==> config.mk <==
export PLATFORM = sky130hd
export DESIGN_NAME = trap_ctrl_flat
export DESIGN_NICKNAME = d
export VERILOG_FILES = /design/src/rtl/trap_ctrl_pkg.sv /design/src/rtl/trap_ctrl_if.sv /design/src/rtl/trap_ctrl_prio_enc.sv /design/src/rtl/trap_ctrl.sv /design/src/flat_wrapper.sv
export SDC_FILE = /design/constraint.sdc
export NUM_CORES = 1
export LEC_CHECK = 0
export CAP_MARGIN = 20
export CORE_AREA = 2 2 117 119
export CTS_CLUSTER_DIAMETER = 60
export DETAILED_ROUTE_END_ITERATION = 8
export DIE_AREA = 0 0 119 121
export PLACE_DENSITY = 0.74
export SLEW_MARGIN = 20
export SYNTH_ARGS = -nofsm -noshare
export SYNTH_HDL_FRONTEND = slang
export SYNTH_SLANG_ARGS = --single-unit
==> constraint.sdc <==
create_clock -name clk -period 2.7 [get_ports clk]
set_input_delay 0.54 -clock clk [delete_from_list [all_inputs] [get_ports clk]]
set_output_delay 0.54 -clock clk [all_outputs]
set_load 0.02 [all_outputs]
==> src/rtl/trap_ctrl_pkg.sv <==
// Shared types and constants for the machine-mode trap sequencer (trap_ctrl).
// The software-interrupt source is compiled in only when TRAP_CTRL_SW_IRQ_EN is defined.
package trap_pkg;

    typedef enum logic [1:0] {
        IDLE   = 2'd0,
        SAVE   = 2'd1,
        VECTOR = 2'd2
    } trap_state_e;

    // CSR addresses of the registers this block writes or observes
    localparam logic [11:0] CSR_MSTATUS = 12'h300;
    localparam logic [11:0] CSR_MIE     = 12'h304;
    localparam logic [11:0] CSR_MTVEC   = 12'h305;
    localparam logic [11:0] CSR_MEPC    = 12'h341;
    localparam logic [11:0] CSR_MCAUSE  = 12'h342;

    // Interrupt cause codes (low bits of mcause)
    localparam logic [3:0] CAUSE_MSI = 4'd3;
    localparam logic [3:0] CAUSE_MTI = 4'd7;
    localparam logic [3:0] CAUSE_MEI = 4'd11;

    // mstatus / mie bit positions
    localparam int MSTATUS_MIE_BIT  = 3;
    localparam int MSTATUS_MPIE_BIT = 7;
    localparam int MIE_MSIE_BIT     = 3;
    localparam int MIE_MTIE_BIT     = 7;
    localparam int MIE_MEIE_BIT     = 11;

    localparam logic [1:0] MTVEC_MODE_VECTORED = 2'b01;

endpackage

==> src/rtl/trap_ctrl_if.sv <==
// Bundle of interrupt, commit, CSR-view and trap-control signals around trap_ctrl.
// master = the trap sequencer, slave = the pipeline/CSR-file side.
interface trap_ctrl_if #(
    parameter int XLEN = 32
);
    logic            irq_timer;
    logic            irq_ext;
    logic            irq_sw;
    logic            commit_valid;
    logic [XLEN-1:0] commit_pc;
    logic            commit_mret;
    logic [XLEN-1:0] csr_mstatus;
    logic [XLEN-1:0] csr_mie;
    logic [XLEN-1:0] csr_mtvec;
    logic [XLEN-1:0] csr_mepc;
    logic            flush;
    logic            fetch_stall;
    logic            redirect_valid;
    logic [XLEN-1:0] redirect_pc;
    logic            mepc_we;
    logic            mcause_we;
    logic            mstatus_we;
    logic [XLEN-1:0] mepc_wdata;
    logic [XLEN-1:0] mcause_wdata;
    logic [XLEN-1:0] mstatus_wdata;
    logic            trap_active;

    modport master (
        input  irq_timer, irq_ext, irq_sw, commit_valid, commit_pc, commit_mret,
        input  csr_mstatus, csr_mie, csr_mtvec, csr_mepc,
        output flush, fetch_stall, redirect_valid, redirect_pc,
        output mepc_we, mcause_we, mstatus_we, mepc_wdata, mcause_wdata, mstatus_wdata,
        output trap_active
    );

    modport slave (
        output irq_timer, irq_ext, irq_sw, commit_valid, commit_pc, commit_mret,
        output csr_mstatus, csr_mie, csr_mtvec, csr_mepc,
        input  flush, fetch_stall, redirect_valid, redirect_pc,
        input  mepc_we, mcause_we, mstatus_we, mepc_wdata, mcause_wdata, mstatus_wdata,
        input  trap_active
    );
endinterface

==> src/rtl/trap_ctrl_prio_enc.sv <==
// Fixed-priority interrupt encoder: external > software > timer.
module irq_prio_enc
    import trap_pkg::*;
(
    input  logic       i_pend_e,
    input  logic       i_pend_s,
    input  logic       i_pend_t,
    input  logic       i_mie,
    output logic       o_take,
    output logic [3:0] o_code
);

    // Gate by global MIE and select the highest-priority pending cause
    always_comb begin
        o_take = i_mie & (i_pend_e | i_pend_s | i_pend_t);
        if (i_pend_e) begin
            o_code = CAUSE_MEI;
        end else if (i_pend_s) begin
            o_code = CAUSE_MSI;
        end else begin
            o_code = CAUSE_MTI;
        end
    end

endmodule

==> src/rtl/trap_ctrl.sv <==
// Machine-mode trap sequencer: accepts interrupts at the committing instruction,
// retires MRET, and emits one-cycle CSR write strobes plus flush/redirect.
// Optional: define TRAP_CTRL_SW_IRQ_EN to let irq_sw (cause 3) participate.
module trap_ctrl
    import trap_pkg::*;
#(
    parameter int XLEN       = 32,
    parameter int VEC_STRIDE = 4
) (
    input  logic        clk,
    input  logic        reset,
    trap_ctrl_if.master bus
);

    trap_state_e     r_state;
    trap_state_e     w_next_state;
    logic [XLEN-1:0] r_epc;
    logic [3:0]      r_code;

    logic            w_pend_e;
    logic            w_pend_s;
    logic            w_pend_t;
    logic            w_take;
    logic [3:0]      w_code;
    logic            w_accept;
    logic [XLEN-1:0] w_base;
    logic [XLEN-1:0] w_vec_pc;
    logic [XLEN-1:0] w_cause;
    logic [XLEN-1:0] w_mret_mstatus;
    logic [XLEN-1:0] w_save_mstatus;
    logic            w_unused;

    logic            w_flush;
    logic            w_fetch_stall;
    logic            w_redirect_valid;
    logic [XLEN-1:0] w_redirect_pc;
    logic            w_mepc_we;
    logic            w_mcause_we;
    logic            w_mstatus_we;
    logic [XLEN-1:0] w_mepc_wdata;
    logic [XLEN-1:0] w_mcause_wdata;
    logic [XLEN-1:0] w_mstatus_wdata;
    logic            w_trap_active;

    assign w_pend_e = bus.irq_ext   & bus.csr_mie[MIE_MEIE_BIT];
    assign w_pend_t = bus.irq_timer & bus.csr_mie[MIE_MTIE_BIT];
`ifdef TRAP_CTRL_SW_IRQ_EN
    assign w_pend_s = bus.irq_sw    & bus.csr_mie[MIE_MSIE_BIT];
    assign w_unused = ^bus.csr_mie;
`else
    assign w_pend_s = 1'b0;
    assign w_unused = ^{bus.csr_mie, bus.irq_sw};
`endif

    irq_prio_enc u_prio (
        .i_pend_e (w_pend_e),
        .i_pend_s (w_pend_s),
        .i_pend_t (w_pend_t),
        .i_mie    (bus.csr_mstatus[MSTATUS_MIE_BIT]),
        .o_take   (w_take),
        .o_code   (w_code)
    );

    // Derived CSR values: handler target, cause word, and mstatus images for entry and MRET
    always_comb begin
        w_base  = {bus.csr_mtvec[XLEN-1:2], 2'b00};
        if (bus.csr_mtvec[1:0] == MTVEC_MODE_VECTORED) begin
            w_vec_pc = w_base + (XLEN'(VEC_STRIDE) * XLEN'(r_code));
        end else begin
            w_vec_pc = w_base;
        end
        w_cause = {1'b1, {(XLEN-5){1'b0}}, r_code};
        w_mret_mstatus                   = bus.csr_mstatus;
        w_mret_mstatus[MSTATUS_MIE_BIT]  = bus.csr_mstatus[MSTATUS_MPIE_BIT];
        w_mret_mstatus[MSTATUS_MPIE_BIT] = 1'b1;
        w_save_mstatus                   = bus.csr_mstatus;
        w_save_mstatus[MSTATUS_MPIE_BIT] = bus.csr_mstatus[MSTATUS_MIE_BIT];
        w_save_mstatus[MSTATUS_MIE_BIT]  = 1'b0;
    end

    // State register plus capture of trap PC and cause at acceptance
    always_ff @(posedge clk) begin
        if (reset) begin
            r_state <= IDLE;
            r_epc   <= '0;
            r_code  <= 4'd0;
        end else begin
            r_state <= w_next_state;
            if (w_accept) begin
                r_epc  <= bus.commit_pc;
                r_code <= w_code;
            end else begin
                r_epc  <= r_epc;
                r_code <= r_code;
            end
        end
    end

    // Next-state and output decode; interrupt wins over a simultaneous MRET
    always_comb begin
        w_next_state     = r_state;
        w_accept         = 1'b0;
        w_flush          = 1'b0;
        w_fetch_stall    = 1'b0;
        w_redirect_valid = 1'b0;
        w_redirect_pc    = '0;
        w_mepc_we        = 1'b0;
        w_mcause_we      = 1'b0;
        w_mstatus_we     = 1'b0;
        w_mepc_wdata     = '0;
        w_mcause_wdata   = '0;
        w_mstatus_wdata  = '0;
        w_trap_active    = 1'b0;
        case (r_state)
            IDLE: begin
                if (w_take && bus.commit_valid) begin
                    w_accept      = 1'b1;
                    w_flush       = 1'b1;
                    w_fetch_stall = 1'b1;
                    w_trap_active = 1'b1;
                    w_next_state  = SAVE;
                end else if (!w_take && bus.commit_valid && bus.commit_mret) begin
                    w_flush          = 1'b1;
                    w_redirect_valid = 1'b1;
                    w_redirect_pc    = bus.csr_mepc;
                    w_mstatus_we     = 1'b1;
                    w_mstatus_wdata  = w_mret_mstatus;
                end else begin
                    w_next_state = IDLE;
                end
            end
            SAVE: begin
                w_mepc_we       = 1'b1;
                w_mcause_we     = 1'b1;
                w_mstatus_we    = 1'b1;
                w_fetch_stall   = 1'b1;
                w_flush         = 1'b1;
                w_trap_active   = 1'b1;
                w_mepc_wdata    = {r_epc[XLEN-1:2], 2'b00};
                w_mcause_wdata  = w_cause;
                w_mstatus_wdata = w_save_mstatus;
                w_next_state    = VECTOR;
            end
            VECTOR: begin
                w_redirect_valid = 1'b1;
                w_redirect_pc    = w_vec_pc;
                w_trap_active    = 1'b1;
                w_next_state     = IDLE;
            end
            default: begin
                w_next_state = IDLE;
            end
        endcase
    end

    // Outputs are held at zero while reset is asserted so no partial CSR write escapes
    assign bus.flush          = w_flush          & ~reset;
    assign bus.fetch_stall    = w_fetch_stall    & ~reset;
    assign bus.redirect_valid = w_redirect_valid & ~reset;
    assign bus.redirect_pc    = reset ? '0 : w_redirect_pc;
    assign bus.mepc_we        = w_mepc_we        & ~reset;
    assign bus.mcause_we      = w_mcause_we      & ~reset;
    assign bus.mstatus_we     = w_mstatus_we     & ~reset;
    assign bus.mepc_wdata     = reset ? '0 : w_mepc_wdata;
    assign bus.mcause_wdata   = reset ? '0 : w_mcause_wdata;
    assign bus.mstatus_wdata  = reset ? '0 : w_mstatus_wdata;
    assign bus.trap_active    = w_trap_active    & ~reset;

endmodule

==> src/flat_wrapper.sv <==
// flat-port wrapper written by rule: the top's interface ports become plain ports
module trap_ctrl_flat import trap_pkg::*;
#(
    parameter int XLEN       = 32,
    parameter int VEC_STRIDE = 4
)
  (clk, reset, bus_irq_timer, bus_irq_ext, bus_irq_sw, bus_commit_valid, bus_commit_pc, bus_commit_mret, bus_csr_mstatus, bus_csr_mie, bus_csr_mtvec, bus_csr_mepc, bus_flush, bus_fetch_stall, bus_redirect_valid, bus_redirect_pc, bus_mepc_we, bus_mcause_we, bus_mstatus_we, bus_mepc_wdata, bus_mcause_wdata, bus_mstatus_wdata, bus_trap_active);
  trap_ctrl_if #(.XLEN(XLEN)) bus_i ();
  input  logic clk;
  input  logic reset;
  input wire logic [$bits(bus_i.irq_timer)-1:0] bus_irq_timer;
  input wire logic [$bits(bus_i.irq_ext)-1:0] bus_irq_ext;
  input wire logic [$bits(bus_i.irq_sw)-1:0] bus_irq_sw;
  input wire logic [$bits(bus_i.commit_valid)-1:0] bus_commit_valid;
  input wire logic [$bits(bus_i.commit_pc)-1:0] bus_commit_pc;
  input wire logic [$bits(bus_i.commit_mret)-1:0] bus_commit_mret;
  input wire logic [$bits(bus_i.csr_mstatus)-1:0] bus_csr_mstatus;
  input wire logic [$bits(bus_i.csr_mie)-1:0] bus_csr_mie;
  input wire logic [$bits(bus_i.csr_mtvec)-1:0] bus_csr_mtvec;
  input wire logic [$bits(bus_i.csr_mepc)-1:0] bus_csr_mepc;
  output wire logic [$bits(bus_i.flush)-1:0] bus_flush;
  output wire logic [$bits(bus_i.fetch_stall)-1:0] bus_fetch_stall;
  output wire logic [$bits(bus_i.redirect_valid)-1:0] bus_redirect_valid;
  output wire logic [$bits(bus_i.redirect_pc)-1:0] bus_redirect_pc;
  output wire logic [$bits(bus_i.mepc_we)-1:0] bus_mepc_we;
  output wire logic [$bits(bus_i.mcause_we)-1:0] bus_mcause_we;
  output wire logic [$bits(bus_i.mstatus_we)-1:0] bus_mstatus_we;
  output wire logic [$bits(bus_i.mepc_wdata)-1:0] bus_mepc_wdata;
  output wire logic [$bits(bus_i.mcause_wdata)-1:0] bus_mcause_wdata;
  output wire logic [$bits(bus_i.mstatus_wdata)-1:0] bus_mstatus_wdata;
  output wire logic [$bits(bus_i.trap_active)-1:0] bus_trap_active;
  assign bus_i.irq_timer = bus_irq_timer;
  assign bus_i.irq_ext = bus_irq_ext;
  assign bus_i.irq_sw = bus_irq_sw;
  assign bus_i.commit_valid = bus_commit_valid;
  assign bus_i.commit_pc = bus_commit_pc;
  assign bus_i.commit_mret = bus_commit_mret;
  assign bus_i.csr_mstatus = bus_csr_mstatus;
  assign bus_i.csr_mie = bus_csr_mie;
  assign bus_i.csr_mtvec = bus_csr_mtvec;
  assign bus_i.csr_mepc = bus_csr_mepc;
  assign bus_flush = bus_i.flush;
  assign bus_fetch_stall = bus_i.fetch_stall;
  assign bus_redirect_valid = bus_i.redirect_valid;
  assign bus_redirect_pc = bus_i.redirect_pc;
  assign bus_mepc_we = bus_i.mepc_we;
  assign bus_mcause_we = bus_i.mcause_we;
  assign bus_mstatus_we = bus_i.mstatus_we;
  assign bus_mepc_wdata = bus_i.mepc_wdata;
  assign bus_mcause_wdata = bus_i.mcause_wdata;
  assign bus_mstatus_wdata = bus_i.mstatus_wdata;
  assign bus_trap_active = bus_i.trap_active;
  trap_ctrl #(.XLEN(XLEN), .VEC_STRIDE(VEC_STRIDE)) u_core (.clk(clk), .reset(reset), .bus(bus_i));
endmodule
==> impl_metrics.json <==
{
  "status": "finished with violations",
  "violations": "negative setup slack",
  "numCtsBuffers": 5,
  "post-route-util_pct": 51.5,
  "wl_mm": 13.6,
  "required_ns": 2.16,
  "die_area_um2": 14400,
  "crit_fanout": 6,
  "p_per_area_nw_per_um2": 266,
  "cts.sink_count": 35,
  "synth_fa_ha_area_share_pct": 3.82,
  "drive_gt1_share_pct": 29.0,
  "clockBufferDepth": 2,
  "clk_latency_ns": 0.27,
  "avgRoutedWirePerCell_um": 14.5,
  "chipHeight_um": 121,
  "synth_top_family_by_area": "simple AND/OR/NAND/NOR gates",
  "syn2layout_area_growth_pct": 114,
  "final-max-slew-violation-count": 0,
  "dpl.hpwl_mm": 9.79,
  "root_buffer": "clkbuf_16",
  "synth_top_area_share_pct": 22.3,
  "hold_buffers": 0,
  "nNetsFinal": 934,
  "ant_nets": 0,
  "yosys.area.top_type": "dfxtp_1",
  "die_w_um": 119,
  "syn_inst": 457,
  "nFillCells": 1238,
  "ys_ff_latch": 35,
  "vias": 4124,
  "period_share_pct": 104,
  "synth_edf_count": 0,
  "hp-class": "flop to flop",
  "setup_ws_ns": -0.0966,
  "hold_violations": 0,
  "yosysSeqAreaShare_pct": 22.3,
  "row_count": 42,
  "power_mw": 1.79,
  "syn-cell-area_um2": 3140,
  "setup-violations-final": 7,
  "htree_levels": 2,
  "antenna_found_initial": 1,
  "path_class": "flop to output port",
  "fmax_mhz": 358,
  "synth_mux_area_share_pct": 0.637,
  "drt_iter0_markers": 80,
  "synth-compound-area-share_pct": 13.1,
  "yosysWarnings": 0,
  "grt_pass1_vias": 3973,
  "worst_ep_arrival_time_ns": 2.26,
  "p_leak_nw": 3.53,
  "start_util_pct": 24.0,
  "synth.avg_cell_area_um2": 6.88,
  "drt-pass1-iter-count": 6,
  "ys_async_sr_fraction_pct": 0,
  "skew_ns": 0.00678,
  "ys_types": 41,
  "numPortBuffers": 239,
  "grt_use_met1_pct": 19.2,
  "grt_use_met3_pct": 4.89,
  "synthSimpleGateAreaFrac_pct": 40.2,
  "path_clk_slew_ns": 0.06,
  "place_ws_ns": -1.12,
  "grt_pass1_wl_mm": 20.3,
  "grt_max_degree": 38,
  "core_um2": 13100,
  "synth_flop_cell": "dfxtp_1",
  "ir_worst_vdd_uv": 381,
  "ios": 302,
  "globalplace.congestion": 0.829,
  "drv_cap": 0,
  "cts_tree": "done",
  "gr-total-overflow": 0,
  "period_needed_ns": 2.80,
  "fin_area_um2": 6730,
  "global_route.usage.met2_pct": 31.7,
  "viasPerCell": 4.41,
  "endpoint_kind": "output port",
  "placed_cell_area_um2": 6080,
  "drc": 0,
  "synth_area_leaders": "dfxtp_1 (22%), and2_1 (14%), nand2_1 (12%), buf_4 (7.6%), a21oi_1 (6.1%)",
  "busiest_layer": "met2",
  "critPathLaunchType": "flop",
  "track_usage_pct": 17.4,
  "rsz0062_at_grt": "true",
  "synth_xor_area_share_pct": 7.52
}
[final timing paths]
kind | from | endpoint | slack, ns | depth (start not counted)
worst max-delay path | u_core.r_code[1] | bus_redirect_pc[26] | -0.1 | 8
worst min-delay path | u_core.r_epc[26] | u_core.r_epc[26] | 0.45 | 2
worst max register to register | u_core.r_state[1] | u_core.r_code[2] | 0.95 | 8
worst min register to register | u_core.r_epc[26] | u_core.r_epc[26] | 0.45 | 2
[layout make-up]
class	instances	area, um^2	area share [%]
inverter	6	22.5	0.334
timing repair buffer	326	3080	45.7
sequential	35	704	10.5
clock inverter	1	8.76	0.130
antenna	1	2.50	0.0372
multi-input combinational	384	2550	37.9
clock buffer	7	143	2.12
tap	176	220	3.27
[logic make-up (layout without fill, tap and decap cells)]
group / after synthesis / count (layout)
compound gates: 76 / 76
other cells: 1 / 30
buf+inv: 66 / 340
mux: 2 / 2
fa+ha+maj: 9 / 9
xor+xnor: 27 / 27
flops: 35 / 35
simple gates: 241 / 241
[cells in the final DEF, fill, tap and decap left out, drive strengths merged, types with 2 or more instances in the layout]
master,n
and3,4
nor4,12
nand4,10
nand2b,2
inv,6
a211oi,2
dfxtp,35
nor2b,3
dlygate4sd2,30
conb,29
nor3,4
clkbuf,35
nand3,12
mux2i,2
clkdlybuf4s50,102
nor2,18
and2,69
dlymetal6s2s,38
a21oi,39
clkdlybuf4s15,9
ha,8
o21ai,26
xnor2,16
buf,119
nand2,102
a22oi,3
and4,4
xor2,11
[where the power goes]
group	switching (mW)	total [mW]	internal, mW
Sequential	0.00951	0.544	0.534
Clock	0.214	0.583	0.369
Combinational	0.312	0.666	0.353
[synthesized netlist by cell type, drive strengths merged (6+ instances only)]
| master | number |
|---|---|
| a21oi | 39 |
| and2 | 69 |
| buf | 39 |
| clkbuf | 21 |
| dfxtp | 35 |
| ha | 8 |
| inv | 6 |
| nand2 | 102 |
| nand3 | 12 |
| nand4 | 10 |
| nor2 | 18 |
| nor4 | 12 |
| o21ai | 26 |
| xnor2 | 16 |
| xor2 | 11 |
[critical path, stage by stage, from the launching register on]
cell,delay (ns)
dfxtp_4,0.37
ha_4,0.14
fa_2,0.22
a211oi_4,0.08
or3_4,0.50
nor4_4,0.30
xnor2_1,0.11
o21ai_2,0.13
buf_6,0.13
[metrics by stage]
stage	cells	setup TNS (ns)	hold WS (ns)
6_report	936	-0.345	0.447
2_1_floorplan	485	0	0.432
3_3_place_gp	903	-41.67	0.436
3_5_place_dp	903	-42.38	0.442
4_1_cts	926	-0.518	0.450
5_1_grt	936	-1.33	0.464
[state kept, by name (all words and copies together) (netlist names)]
| name | cells |
|---|---|
| u_core.r_epc | 30 |
| u_core.r_code | 3 |
| u_core.r_state | 2 |
[layer usage]
metal	vias up	wire [um]
met5	-	0
met4	0	299
met3	21	1120
met2	177	6970
met1	1874	5210
li1	2052	-
[timing repair]
action | in CTS | in global routing
gates resized for setup | 296 | 113
buffers inserted | 12 | 12
cloned | 4 | 1
pin swaps | 41 | 37
endpoints found under the setup margin | 69 | 95
hold endpoints to repair | 0 | 0
Note: power is estimated with default switching activity, not from simulation.
